### config.mk
export PLATFORM = sky130hd
export DESIGN_NAME = axi_lite_timer
export DESIGN_NICKNAME = d
export VERILOG_FILES = /design/src/rtl/axi_lite_timer_pkg.sv /design/src/rtl/axi_lite_timer_core.sv /design/src/rtl/axi_lite_timer.sv
export SDC_FILE = /design/constraint.sdc
export NUM_CORES = 1
export LEC_CHECK = 0
export ABC_AREA = 1
export CAP_MARGIN = 20
export CORE_ASPECT_RATIO = 1.75
export CORE_UTILIZATION = 60
export DETAILED_ROUTE_END_ITERATION = 6
export GPL_TIMING_DRIVEN = 0
export MAX_ROUTING_LAYER = met4
export PLACE_DENSITY_LB_ADDON = 0.08
export SLEW_MARGIN = 20
export SYNTH_ARGS = -nofsm -noshare
export SYNTH_HDL_FRONTEND = slang
export SYNTH_SLANG_ARGS = --single-unit
### constraint.sdc
create_clock -name clk_i -period 3.5 [get_ports clk_i]
set_input_delay 0.35 -clock clk_i [delete_from_list [all_inputs] [get_ports clk_i]]
set_output_delay 0.35 -clock clk_i [all_outputs]
set_load 0.02 [all_outputs]
### src/rtl/axi_lite_timer_pkg.sv
// Shared definitions for the AXI4-Lite timer: register offsets, bit indices, reset values, responses.
// The optional prescaler is controlled by the AXI_LITE_TIMER_PRESCALER_EN macro.
package axi_lite_timer_pkg;

  localparam logic [11:0] OFF_CTRL     = 12'h000;
  localparam logic [11:0] OFF_STATUS   = 12'h004;
  localparam logic [11:0] OFF_COUNT    = 12'h008;
  localparam logic [11:0] OFF_COMPARE  = 12'h00C;
  localparam logic [11:0] OFF_PRESCALE = 12'h010;

  // Word indices as decoded from addr[11:2]
  localparam logic [9:0] IDX_CTRL     = OFF_CTRL[11:2];
  localparam logic [9:0] IDX_STATUS   = OFF_STATUS[11:2];
  localparam logic [9:0] IDX_COUNT    = OFF_COUNT[11:2];
  localparam logic [9:0] IDX_COMPARE  = OFF_COMPARE[11:2];
  localparam logic [9:0] IDX_PRESCALE = OFF_PRESCALE[11:2];

  localparam int CTRL_EN      = 0;
  localparam int CTRL_IRQ_EN  = 1;
  localparam int CTRL_RELOAD  = 2;
  localparam int STATUS_MATCH = 0;

  localparam logic [31:0] COMPARE_RST = 32'hFFFF_FFFF;

  // Mirrors the SoC-wide AXI response encodings
  localparam logic [1:0] RESP_OKAY   = 2'b00;
  localparam logic [1:0] RESP_SLVERR = 2'b10;

  function automatic logic [31:0] apply_strb(input logic [31:0] old,
                                             input logic [31:0] data,
                                             input logic [3:0]  strb);
    logic [31:0] r;
    r = old;
    for (int i = 0; i < 4; i++)
      if (strb[i]) r[8*i +: 8] = data[8*i +: 8];
    return r;
  endfunction

endpackage

### src/rtl/axi_lite_timer_core.sv
// Timer datapath: optional prescaler, 32-bit counter, compare and sticky MATCH flag.
// Prescaler logic exists only when AXI_LITE_TIMER_PRESCALER_EN is defined.
module axi_lite_timer_core
  import axi_lite_timer_pkg::*;
(
  input  logic        clk_i,
  input  logic        rst_ni,
  input  logic        en,
  input  logic        reload,
  input  logic [31:0] compare,
  input  logic [15:0] prescale,
  input  logic        prescale_we,
  input  logic        count_we,
  input  logic [31:0] wdata,
  input  logic [3:0]  wstrb,
  input  logic        match_clr,
  output logic [31:0] count,
  output logic        match
);

  logic tick;
  logic hit;

`ifdef AXI_LITE_TIMER_PRESCALER_EN
  logic [15:0] pre_cnt;

  assign tick = en && (pre_cnt == prescale);

  // A PRESCALE write restarts the divide period
  always_ff @(posedge clk_i or negedge rst_ni) begin
    if (!rst_ni)          pre_cnt <= '0;
    else if (prescale_we) pre_cnt <= '0;
    else if (en)          pre_cnt <= tick ? '0 : pre_cnt + 16'd1;
  end
`else
  logic prescale_unused;
  assign prescale_unused = ^{prescale, prescale_we};
  assign tick = en;
`endif

  assign hit = tick && (count == compare);

  // Software writes take priority over the tick
  always_ff @(posedge clk_i or negedge rst_ni) begin
    if (!rst_ni)       count <= '0;
    else if (count_we) count <= apply_strb(count, wdata, wstrb);
    else if (tick)     count <= (hit && reload) ? '0 : count + 32'd1;
  end

  // Hardware set wins over a simultaneous W1C
  always_ff @(posedge clk_i or negedge rst_ni) begin
    if (!rst_ni) match <= 1'b0;
    else         match <= hit | (match & ~match_clr);
  end

endmodule

### src/rtl/axi_lite_timer.sv
// AXI4-Lite timer peripheral: register front-end, one write outstanding, registered read data.
// Define AXI_LITE_TIMER_PRESCALER_EN to include the PRESCALE register and prescaler.
module axi_lite_timer
  import axi_lite_timer_pkg::*;
#(
  parameter int ADDR_BW_p = 16,
  parameter int DATA_BW_p = 32
) (
  input  logic                   clk_i,
  input  logic                   rst_ni,
  input  logic [ADDR_BW_p-1:0]   s_awaddr_i,
  input  logic                   s_awvalid_i,
  output logic                   s_awready_o,
  input  logic [DATA_BW_p-1:0]   s_wdata_i,
  input  logic [DATA_BW_p/8-1:0] s_wstrb_i,
  input  logic                   s_wvalid_i,
  output logic                   s_wready_o,
  output logic [1:0]             s_bresp_o,
  output logic                   s_bvalid_o,
  input  logic                   s_bready_i,
  input  logic [ADDR_BW_p-1:0]   s_araddr_i,
  input  logic                   s_arvalid_i,
  output logic                   s_arready_o,
  output logic [DATA_BW_p-1:0]   s_rdata_o,
  output logic [1:0]             s_rresp_o,
  output logic                   s_rvalid_o,
  input  logic                   s_rready_i,
  output logic                   irq_o
);

  if (DATA_BW_p != 32) begin : g_bw_check
    $error("axi_lite_timer: only DATA_BW_p == 32 is supported");
  end

  logic addr_unused;
  assign addr_unused = ^{s_awaddr_i[ADDR_BW_p-1:12], s_awaddr_i[1:0],
                         s_araddr_i[ADDR_BW_p-1:12], s_araddr_i[1:0]};

  // ---------------- write channel capture ----------------
  logic        aw_q, w_q, bvalid_q;
  logic [1:0]  bresp_q;
  logic [9:0]  aw_idx_q;
  logic [31:0] wdata_q;
  logic [3:0]  wstrb_q;
  logic        aw_hs, w_hs, wr_fire, wr_ok;
  logic [9:0]  wr_idx;
  logic [31:0] wr_data;
  logic [3:0]  wr_strb;

  assign s_awready_o = !aw_q;
  assign s_wready_o  = !w_q;
  assign aw_hs       = s_awvalid_i && !aw_q;
  assign w_hs        = s_wvalid_i && !w_q;
  // Commit on the edge where the second half arrives, using live inputs if not yet captured
  assign wr_fire     = (aw_q || aw_hs) && (w_q || w_hs) && !bvalid_q;
  assign wr_idx      = aw_q ? aw_idx_q : s_awaddr_i[11:2];
  assign wr_data     = w_q ? wdata_q : s_wdata_i;
  assign wr_strb     = w_q ? wstrb_q : s_wstrb_i;
  assign wr_ok       = (wr_idx <= IDX_PRESCALE);

  always_ff @(posedge clk_i or negedge rst_ni) begin
    if (!rst_ni) begin
      aw_q     <= 1'b0;
      w_q      <= 1'b0;
      bvalid_q <= 1'b0;
      bresp_q  <= RESP_OKAY;
      aw_idx_q <= '0;
      wdata_q  <= '0;
      wstrb_q  <= '0;
    end else begin
      if (aw_hs) begin
        aw_q     <= 1'b1;
        aw_idx_q <= s_awaddr_i[11:2];
      end
      if (w_hs) begin
        w_q     <= 1'b1;
        wdata_q <= s_wdata_i;
        wstrb_q <= s_wstrb_i;
      end
      if (wr_fire) begin
        bvalid_q <= 1'b1;
        bresp_q  <= wr_ok ? RESP_OKAY : RESP_SLVERR;
      end else if (bvalid_q && s_bready_i) begin
        bvalid_q <= 1'b0;
        aw_q     <= 1'b0;
        w_q      <= 1'b0;
      end
    end
  end

  assign s_bvalid_o = bvalid_q;
  assign s_bresp_o  = bresp_q;

  // ---------------- registers ----------------
  logic [2:0]  ctrl_q;
  logic [31:0] compare_q;
  logic [15:0] prescale_val;
  logic [31:0] count;
  logic        match;
  logic        ctrl_we, status_we, count_we, compare_we, prescale_we, match_clr;

  assign ctrl_we     = wr_fire && (wr_idx == IDX_CTRL);
  assign status_we   = wr_fire && (wr_idx == IDX_STATUS);
  assign count_we    = wr_fire && (wr_idx == IDX_COUNT);
  assign compare_we  = wr_fire && (wr_idx == IDX_COMPARE);
  assign prescale_we = wr_fire && (wr_idx == IDX_PRESCALE);
  assign match_clr   = status_we && wr_strb[0] && wr_data[STATUS_MATCH];

  always_ff @(posedge clk_i or negedge rst_ni) begin
    if (!rst_ni) begin
      ctrl_q    <= '0;
      compare_q <= COMPARE_RST;
    end else begin
      if (ctrl_we && wr_strb[0]) ctrl_q <= wr_data[2:0];
      if (compare_we)            compare_q <= apply_strb(compare_q, wr_data, wr_strb);
    end
  end

`ifdef AXI_LITE_TIMER_PRESCALER_EN
  logic [15:0] prescale_q;
  always_ff @(posedge clk_i or negedge rst_ni) begin
    if (!rst_ni) prescale_q <= '0;
    else if (prescale_we) begin
      if (wr_strb[0]) prescale_q[7:0]  <= wr_data[7:0];
      if (wr_strb[1]) prescale_q[15:8] <= wr_data[15:8];
    end
  end
  assign prescale_val = prescale_q;
`else
  assign prescale_val = '0;
`endif

  axi_lite_timer_core u_core (
    .clk_i       (clk_i),
    .rst_ni      (rst_ni),
    .en          (ctrl_q[CTRL_EN]),
    .reload      (ctrl_q[CTRL_RELOAD]),
    .compare     (compare_q),
    .prescale    (prescale_val),
    .prescale_we (prescale_we),
    .count_we    (count_we),
    .wdata       (wr_data),
    .wstrb       (wr_strb),
    .match_clr   (match_clr),
    .count       (count),
    .match       (match)
  );

  always_ff @(posedge clk_i or negedge rst_ni) begin
    if (!rst_ni) irq_o <= 1'b0;
    else         irq_o <= match & ctrl_q[CTRL_IRQ_EN];
  end

  // ---------------- read channel ----------------
  logic        rvalid_q;
  logic [1:0]  rresp_q;
  logic [31:0] rdata_q, rd_data;
  logic        rd_ok, ar_hs;

  assign s_arready_o = !rvalid_q;
  assign ar_hs       = s_arvalid_i && !rvalid_q;

  always_comb begin
    rd_data = '0;
    rd_ok   = 1'b1;
    case (s_araddr_i[11:2])
      IDX_CTRL:     rd_data = {29'd0, ctrl_q};
      IDX_STATUS:   rd_data = {31'd0, match};
      IDX_COUNT:    rd_data = count;
      IDX_COMPARE:  rd_data = compare_q;
      IDX_PRESCALE: rd_data = {16'd0, prescale_val};
      default:      rd_ok   = 1'b0;
    endcase
  end

  always_ff @(posedge clk_i or negedge rst_ni) begin
    if (!rst_ni) begin
      rvalid_q <= 1'b0;
      rdata_q  <= '0;
      rresp_q  <= RESP_OKAY;
    end else if (ar_hs) begin
      rvalid_q <= 1'b1;
      rdata_q  <= rd_data;
      rresp_q  <= rd_ok ? RESP_OKAY : RESP_SLVERR;
    end else if (rvalid_q && s_rready_i) begin
      rvalid_q <= 1'b0;
    end
  end

  assign s_rvalid_o = rvalid_q;
  assign s_rdata_o  = rdata_q;
  assign s_rresp_o  = rresp_q;

endmodule

# Yosys cells after proc, flatten, opt, wreduce, memory -nomap -nowiden
# Cells that the tools add are included.
# totals
word_cells	99
input_bits	75
mem_bits_rw	0
latch_bits	0
mem_count	0
out_inout_bits	42
register_bits	155
romBits	0
# op_classes
reduce_logical	36
muxes	24
eq_ne	12
div_mod_pow	0
bitwise	4
n_shift	0
n_lt_le_gt_ge	1
addsub	1
mul	0
# op_table
cell	n
$mux W32	4
$pmux W32 S4	1
$eq A10 B2 Y1 const B	4
$add A32 B1 Y32 const B	1
$eq A32 B32 Y1	1
$mux W8	4
$eq A10 B1 Y1 const B	2
$logic_not A10 Y1	2
$logic_and A1 B1 Y1	16
$reduce_and A2 Y1	8
$mux W1	11
$eq A10 B3 Y1 const B	1
$le A10 B3 Y1 const B	1
$mux W10	1
$ne A2 B1 Y1 const B	3
$reduce_bool A2 Y1	3
$reduce_or A5 Y1	1
$logic_not A1 Y1	4
$mux W2	2
$mux W4	1
$and A1 B1 Y1	2
$logic_or A1 B1 Y1	2
$ne A2 B2 Y1 const B	1
$not A1 Y1	1
$or A1 B1 Y1	1

# Logic depth before layout (Yosys ltp)
# Gate-level depths: netlist of the first run.
# logic_depth
depth_word	11
mapped_depth	15
mapped_depth_nobuf	13

# By module
# Synthesis of the first run repeated with hierarchy kept, for this count alone.
# hier_totals
hier_cells	1342
area_unflattened_um2	9245.1
# modules_own_cells
mod	n_inst	cells_per_inst	area_each_um2
axi_lite_timer	1	772	6077.1
axi_lite_timer_core	1	570	3168.0

# Least setup slack after synthesis of the first run
# OpenSTA, ideal clock, no wires.
# synth_timing
kind	register to register
start	reg aw_q
end	reg compare_q[10]
arrival_ps	1718
synth_period_minus_slack_ps	1800
required_ps	3418
setup_slack_ps	1700
stages_incl_launch_ff	10
path_buffers	2
setup_ps	82
cell_sequence	dfrtp_1 > buf_6 > inv_2 > nand3_1 > o21ai_4 > nand2_2 > nor2_2 > nand2_1 > buf_2 > mux2_4
# synth_via
elab_chain_len	7
elab_cells_between_ends	9
cone_classes	eq/ne: 1; mux: 1; reduce/logical: 7
# synth_lines
item	line	rtl
start, declared	axi_lite_timer.sv:40	logic aw_q, w_q, bvalid_q;
start signal, assigned	axi_lite_timer.sv:63	aw_q <= 1'b0;
start signal, assigned	axi_lite_timer.sv:72	aw_q <= 1'b1;
start signal, assigned	axi_lite_timer.sv:85	aw_q <= 1'b0;
$logic_not A1 Y1	n/a	
via s_awready_o	axi_lite_timer.sv:13	output logic s_awready_o,
$logic_and A1 B1 Y1	axi_lite_timer.sv:52	assign aw_hs = s_awvalid_i && !aw_q;
$logic_or A1 B1 Y1	axi_lite_timer.sv:55	assign wr_fire = (aw_q || aw_hs) && (w_q || w_hs) && !bvalid_q;
$logic_and A1 B1 Y1 (2 in a row)	axi_lite_timer.sv:55	
$logic_and A1 B1 Y1	axi_lite_timer.sv:105	assign compare_we = wr_fire && (wr_idx == IDX_COMPARE);
$reduce_and A2 Y1 (no source line)	n/a	
end signal, assigned	axi_lite_timer.sv:115	if (compare_we) compare_q <= apply_strb(compare_q, wr_data, wr_strb);
end, declared	axi_lite_timer.sv:96	logic [31:0] compare_q;
# The timed path passes the listed nets, and every way through them passes these cells.
# A chain may end at the register's enable or synchronous reset.

# Worst setup path in the final report of the first run
# layout_timing
start	reg u_core.count[22]
end	reg u_core.count[5]
# layout_via
elab_chain_len	6
# layout_lines
item	line	rtl
start, declared	axi_lite_timer_core.sv:17	output logic [31:0] count,
start signal, assigned	axi_lite_timer_core.sv:46	else if (count_we) count <= apply_strb(count, wdata, wstrb);
start signal, assigned	axi_lite_timer_core.sv:47	else if (tick) count <= (hit && reload) ? '0 : count + 32'd1;
$eq A32 B32 Y1	axi_lite_timer_core.sv:41	assign hit = tick && (count == compare);
$logic_and A1 B1 Y1	axi_lite_timer_core.sv:41	
$logic_and A1 B1 Y1	axi_lite_timer_core.sv:47	
$mux W32 (2 in a row)	axi_lite_timer_core.sv:47	
$mux W32	axi_lite_timer_core.sv:46	
# Every way passes these cells. The select of a mux whose other input is x is not followed.

==> results of run 1 <==
==> cell usage in the layout (no fill, tap or decap), types with 6 or more instances in the layout <==
| cell type | count |
|---|---|
| nand2_1 | 393 |
| dfstp_2 | 32 |
| clkbuf_16 | 17 |
| buf_2 | 9 |
| xnor2_1 | 6 |
| a22o_1 | 15 |
| clkbuf_1 | 31 |
| dfrtp_1 | 121 |
| xor2_1 | 11 |
| o21ai_1 | 15 |
| nand4_1 | 15 |
| nand3_1 | 48 |
| o22ai_1 | 26 |
| o21ai_0 | 136 |
| nor3_1 | 11 |
| inv_1 | 132 |
| a21oi_1 | 33 |
| clkdlybuf4s50_1 | 101 |
| nor2_2 | 6 |
| nor2_1 | 111 |
==> worst min-delay path by stage <==
stage                                  startpoint                        to  slack [ns]
after detailed placement                   rst_ni           irq_o$_DFF_PN0_        0.29
after global routing                       rst_ni  s_rdata_o[1]$_DFFE_PN0P_        0.46
after global placement    wdata_q[11]$_DFFE_PN0P_   wdata_q[11]$_DFFE_PN0P_        0.46
after CTS                                  rst_ni           irq_o$_DFF_PN0_        0.43
after floorplan                            rst_ni   aw_idx_q[0]$_DFFE_PN0P_        0.05
final                                      rst_ni  s_rdata_o[1]$_DFFE_PN0P_        0.41
==> critical path: cells and delay by family, from the launching register on <==
kind	cells	cell delay, ns
DFF	1	0.32
and+or+nand+nor	8	1.30
AOI/OAI and AO/OA	1	0.18
buffers and inverters	3	0.77
==> flip-flops by register name, indices dropped and copies added, names as in the netlist <==
register	cells
aw_idx_q	10
aw_q	1
compare_q	32
ctrl_q	3
irq_o	1
s_bresp_o	1
s_bvalid_o	1
s_rdata_o	32
s_rresp_o	1
s_rvalid_o	1
u_core.count	32
u_core.match	1
w_q	1
wdata_q	32
wstrb_q	4
==> per-stage QoR <==
stage | cell area (um2) | hold slack [ns] | utilization | setup slack [ns]
5_1_grt | 10630 | 0.4610 | 0.7565 | 0.8418
6_report | 10630 | 0.4052 | 0.7565 | 0.8705
3_5_place_dp | 9985 | 0.2945 | 0.7107 | 0.8966
4_1_cts | 10630 | 0.4299 | 0.7565 | 1.016
3_3_place_gp | 9952 | 0.4610 | 0.7083 | -3.824
2_1_floorplan | 8710 | 0.05441 | - | 1.700
==> cell type report <==
class	instances	area [um2]	area share
Tap cell	177	221.5	0.02084
Clock inverter	14	205.2	0.01931
Sequential cell	153	3869	0.3640
Buffer	45	206.4	0.01942
Timing Repair Buffer	104	1064	0.1001
Multi-Input combinational cell	872	4110	0.3867
Clock buffer	18	429.2	0.04038
Inverter	139	524.3	0.04932
==> metal layers <==
layer | share of wire | up-vias | track usage
met1 | 0.36 | 4145 | 0.4279
li1 | - | 4141 | -
met2 | 0.52 | 501 | 0.6965
met4 | 0.068 | 0 | 0.2741
met3 | 0.054 | 140 | 0.05508
met5 | 0 | - | -
==> power by group through the flow <==
stage          registers, mW  logic [mW]  clock network (mW)
2_1_floorplan           2.48        1.42                   0
4_1_cts                 2.55        2.14                2.01
3_5_place_dp            2.58        2.10                   0
6_report                2.58        2.18                2.02
5_1_grt                 2.61        2.40                2.08
3_3_place_gp            2.55        2.01                   0
==> kinds of logic after synthesis <==
family | after synthesis
multiplexers | 9
flip-flops | 153
other | 1
adder cells (fa/ha/maj) | 1
buffers and inverters | 184
AND/OR/NAND/NOR | 605
XOR/XNOR | 17
AO/OA/AOI/OAI | 238
==> impl_metrics.toml, run 1 <==
[synth]
synthArstFlopShare = 1.000
syn_inst = 1208
synth_seq_area_share = 0.4444
synth_top_family_by_area = "simple AND/OR/NAND/NOR gates"
synth_edf_count = 0
yosys-top-cells-count = "nand2_1 (393), o21ai_0 (136), inv_1 (132), dfrtp_1 (121), nor2_1 (111)"
yosysMostFrequentCell = "nand2_1"
synth_top_area_share = 0.3478
synth_area_mm2 = 0.008706
synth_xor_area_frac = 0.01710
ys_types = 48
yosys_most_used_dff = "dfrtp_1"
synth_top_area_cell = "dfrtp_1"
syn_area_per_cell_um2 = 7.207
ys_ff_latch = 153
synthTopCellsByArea = "dfrtp_1 (35%), nand2_1 (17%), dfstp_2 (9.7%), o21ai_0 (7.8%), inv_1 (5.7%)"
yosys.area_share.simple = 0.2869
yosys-mux-area-fraction = 0.01337
yosysWarnings = 0
synth_compound_area_frac = 0.1525
synthAdderAreaFrac = 0.001437

[setup_path]
regToRegSetupSlack_ns = 0.87
critical_path_class = "register to register"
path_cells = "clkbuf_1, inv_1, nor2_1, nor2_1, nand2_1, nor2_1, nand2_1, nor2_2, nand3_2, buf_2, nand3_1, a21oi_1"
cp-start-kind = "register"
crit_path_start = "u_core.count[22]$_DFFE_PN0P_"
crit_top_cell = "nor2_1"
required_ns = 3.86
crit_end = "u_core.count[5]$_DFFE_PN0P_"
slowest_delay_ns = 0.40
critPathSlowestCell = "nor2_1"
cp_max_fo = 10
worstSetupEndpointType = "register"
r2r_cells = 12
r2r_start = "u_core.count[22]$_DFFE_PN0P_"
critPathArrivalTime_ns = 2.99
r2r-end = "u_core.count[5]$_DFFE_PN0P_"

[sta]
finalSetupTns_ns = 0
finalCritPeriodShare = 0.7513
setup_viol = 0
rsz0062_at_grt = "no"
finalCriticalPeriod_ns = 2.630
finalHoldViolCount = 0
relSlewSlack = 0.4096
slew_viol_final = 0
max_freq_mhz = 380.3
skew_ns = 0.02375
worst_pin_slew_ns = 0.8764

[pwr]
power.internal_mw = 4.097
seq_power_share = 0.380
p_leak_nw = 5.066
p_total_mw = 6.779
combPwrFrac = 0.322
power.share.switching = 0.3956
p_per_area_mw_per_mm2 = 637.8
p_clk_frac = 0.298
switchingPower_mw = 2.682
peakVddDrop_mv = 0.5938

[drt]
drt-wirelength-per-cell_um = 18.80
vias = 8927
drtAntennaViolNets = 0
drt_iter0_drc = 829
vias_per_cell = 5.865
first_pass_iters = 6
drc = 0
routed_wl_um = 28610

[floorplan]
die_height_um = 161.4
coreArea_mm2 = 0.01405
dieArea_mm2 = 0.01501
rows = 57
die_x_um = 93.06
start_util = 0.6196
io_pins = 117

[clocking]
clkSinkCount = 153
clock_latency_ns = 0.44
cts-htree-levels = 4
cts_setup_buffers = 0
clk_path_buf_depth = 2
cts_buffers = 17
cts_tree = "done"
cts_resized = 0
clk_pin_slew_ns = 0.08
hold_buffers = 1
cts_root_buf = "clkbuf_16"

[finish]
area_growth_syn_to_layout_pct = 22.09
drive_gt1_frac = 0.08773
antenna_cells = 0
final_nets = 1408
layout.cells.non_filler = 1522
fillers = 1057

[flow_run]
drv_cap = 0

[worst_hold_path]
hold_path_class = "input pin to asynchronous set/reset pin"

[grt]
grt_max_degree = 101
grt_pass1_wl_um = 44610
antenna_found_initial = 0
grt-ovfl-total = 0
grt_pass1_vias = 8744
gr-usage-all-layers = 0.4066

[placed_design]
place_congestion = 1.008
io_buffers = 102
dp_hpwl_um = 21660
dp_cells = 1489

[status]
status = "complete, no violations"
Note: power is estimated with default switching activity, not from simulation.
==> inputs of run 2 (changes only) <==
Settings changed: CORE_UTILIZATION 60 to 56.
Clock period 3.5 ns to 2.5 ns, I/O delays scaled along.
==> impl_metrics.toml, run 2 (synthesis results as in run 1) <==
[sta]
rsz0062_at_grt = "no"
finalCriticalPeriod_ns = 2.301
finalSetupTns_ns = 0
skew_ns = 0.01757
worst_pin_slew_ns = 0.8318
slew_viol_final = 0
setup_slack_ns = 0.1988
finalHoldViolCount = 0
relSlewSlack = 0.4396
hold_ws_ns = 0.3628
max_freq_mhz = 434.6
setup_viol = 0
finalCritPeriodShare = 0.9205

[placed_design]
place_ws_ns = -0.008384
place_area_mm2 = 0.009996
io_buffers = 102
place_congestion = 0.9633
dp_cells = 1498
dp_hpwl_um = 20860

[drt]
first_pass_iters = 6
drt-wirelength-per-cell_um = 17.40
drtAntennaViolNets = 0
vias_per_cell = 5.572
drt_iter0_drc = 726
routed_wl_um = 26650
vias = 8530
drc = 0

[finish]
drive_gt1_frac = 0.08848
layout_commonest_cell = "nand2_1"
layout.cells.non_filler = 1531
final_nets = 1408
layout_common_cells = "nand2_1 (393), o21ai_0 (136), inv_1 (132)"
fin_util = 0.6939
finalInstanceArea_mm2 = 0.01063
antenna_cells = 0
area_growth_syn_to_layout_pct = 22.06

[clocking]
clk_path_buf_depth = 2
clkSinkCount = 153
cts_tree = "done"
clock_latency_ns = 0.43
cts-htree-levels = 4
cts_buffers = 17
cts_setup_buffers = 0
cts_root_buf = "clkbuf_16"
clk_pin_slew_ns = 0.07

[status]
status = "complete, no violations"

[setup_path]
critical_path_class = "register to primary output"
cp_max_fo = 10
r2r_start = "u_core.count[22]$_DFFE_PN0P_"
r2r_cells = 12
worstSetupEndpointType = "primary output"
regToRegSetupSlack_ns = 0.23
r2r-end = "u_core.count[13]$_DFFE_PN0P_"
cp-start-kind = "register"
critPathArrivalTime_ns = 2.05
required_ns = 2.25

[grt]
grt-ovfl-total = 0
grt_pass1_wl_um = 42370
grt_max_degree = 92
grt_pass1_vias = 8411
antenna_found_initial = 0
gr-usage-all-layers = 0.3644

[floorplan]
start_util = 0.5685
coreArea_mm2 = 0.01531
dieArea_mm2 = 0.01607
rows = 60
die_x_um = 96.25
die_height_um = 166.9
io_pins = 117

[pwr]
p_per_area_mw_per_mm2 = 870.5
p_total_mw = 9.251
peakVddDrop_mv = 0.6071
p_leak_nw = 5.054

[flow_run]
drv_cap = 0

[worst_hold_path]
hold_path_class = "input pin to asynchronous set/reset pin"
==> run 2: worst max-delay path by stage <==
stage	start	end	slack, ns	depth (start not counted)
global placement	rst_ni	wdata_q[28]$_DFFE_PN0P_	-4.89	1
floorplan	aw_q$_DFF_PN0_	compare_q[10]$_DFFE_PN1P_	0.70	9
detailed placement	s_araddr_i[11]	s_rdata_o[17]$_DFFE_PN0P_	-0.008	9
CTS	u_core.count[22]$_DFFE_PN0P_	u_core.count[5]$_DFFE_PN0P_	0.11	12
global route	u_core.count[22]$_DFFE_PN0P_	u_core.count[2]$_DFFE_PN0P_	0.08	14
finish	w_q$_DFF_PN0_	s_wready_o	0.20	3
==> run 2: where the power goes <==
part / internal (mW) / total [mW] / switching (mW)
Combinational: 1.02 / 2.96 / 1.94
Sequential: 3.09 / 3.57 / 0.481
Clock: 1.52 / 2.72 / 1.20
==> run 2: final cells by class <==
| class | count | area (um2) |
|---|---|---|
| fill | 1344 | 4688 |
| clock inverter | 14 | 176.4 |
| buffer | 45 | 206.4 |
| sequential | 153 | 3869 |
| tap | 186 | 232.7 |
| clock buffer | 18 | 429.2 |
| inverter | 139 | 524.3 |
| timing repair buffer | 104 | 1064 |
| multi-input combinational | 872 | 4125 |
==> run 2: repair_timing <==
item,CTS,global route
hold endpoints to repair,58,0
resized for setup,0,3
hold buffers,1,0
setup endpoints to repair,0,21
==> run 2: layer usage <==
metal / global-route usage / wire (um) / vias to the layer above / part of all wire
li1: - / - / 4133 / -
met2: 0.5979 / 13460 / 346 / 0.51
met4: 0.2291 / 1658 / 0 / 0.062
met3: 0.04795 / 1166 / 101 / 0.044
met1: 0.4072 / 10360 / 3950 / 0.39
met5: - / 0 / - / 0
==> run 2: critical path: stages, from the launching register on <==
cell and delay, ns:
dfrtp_1 0.45, clkinv_1 0.13, clkbuf_1 0.35, clkdlybuf4s50_1 0.69
==> inputs of run 3 (changes only) <==
Settings changed: CAP_MARGIN 20 to default, CTS_CLUSTER_SIZE from default to 10.
Clock period 2.5 ns to 2.45 ns, I/O delays scaled along.
==> results of run 3 <==
The final DEF is identical to that of run 2. Status: complete, no violations.
Among the figures that moved: setup slack after placement -0.008384 ns -> -0.05338 ns; setup slack after layout 0.1988 ns -> 0.1538 ns; hold slack 0.3628 ns -> 0.3578 ns; register-to-register setup slack 0.23 ns -> 0.18 ns; total power 9.251 mW -> 9.439 mW; worst IR drop on VDD 0.6071 mV -> 0.6195 mV
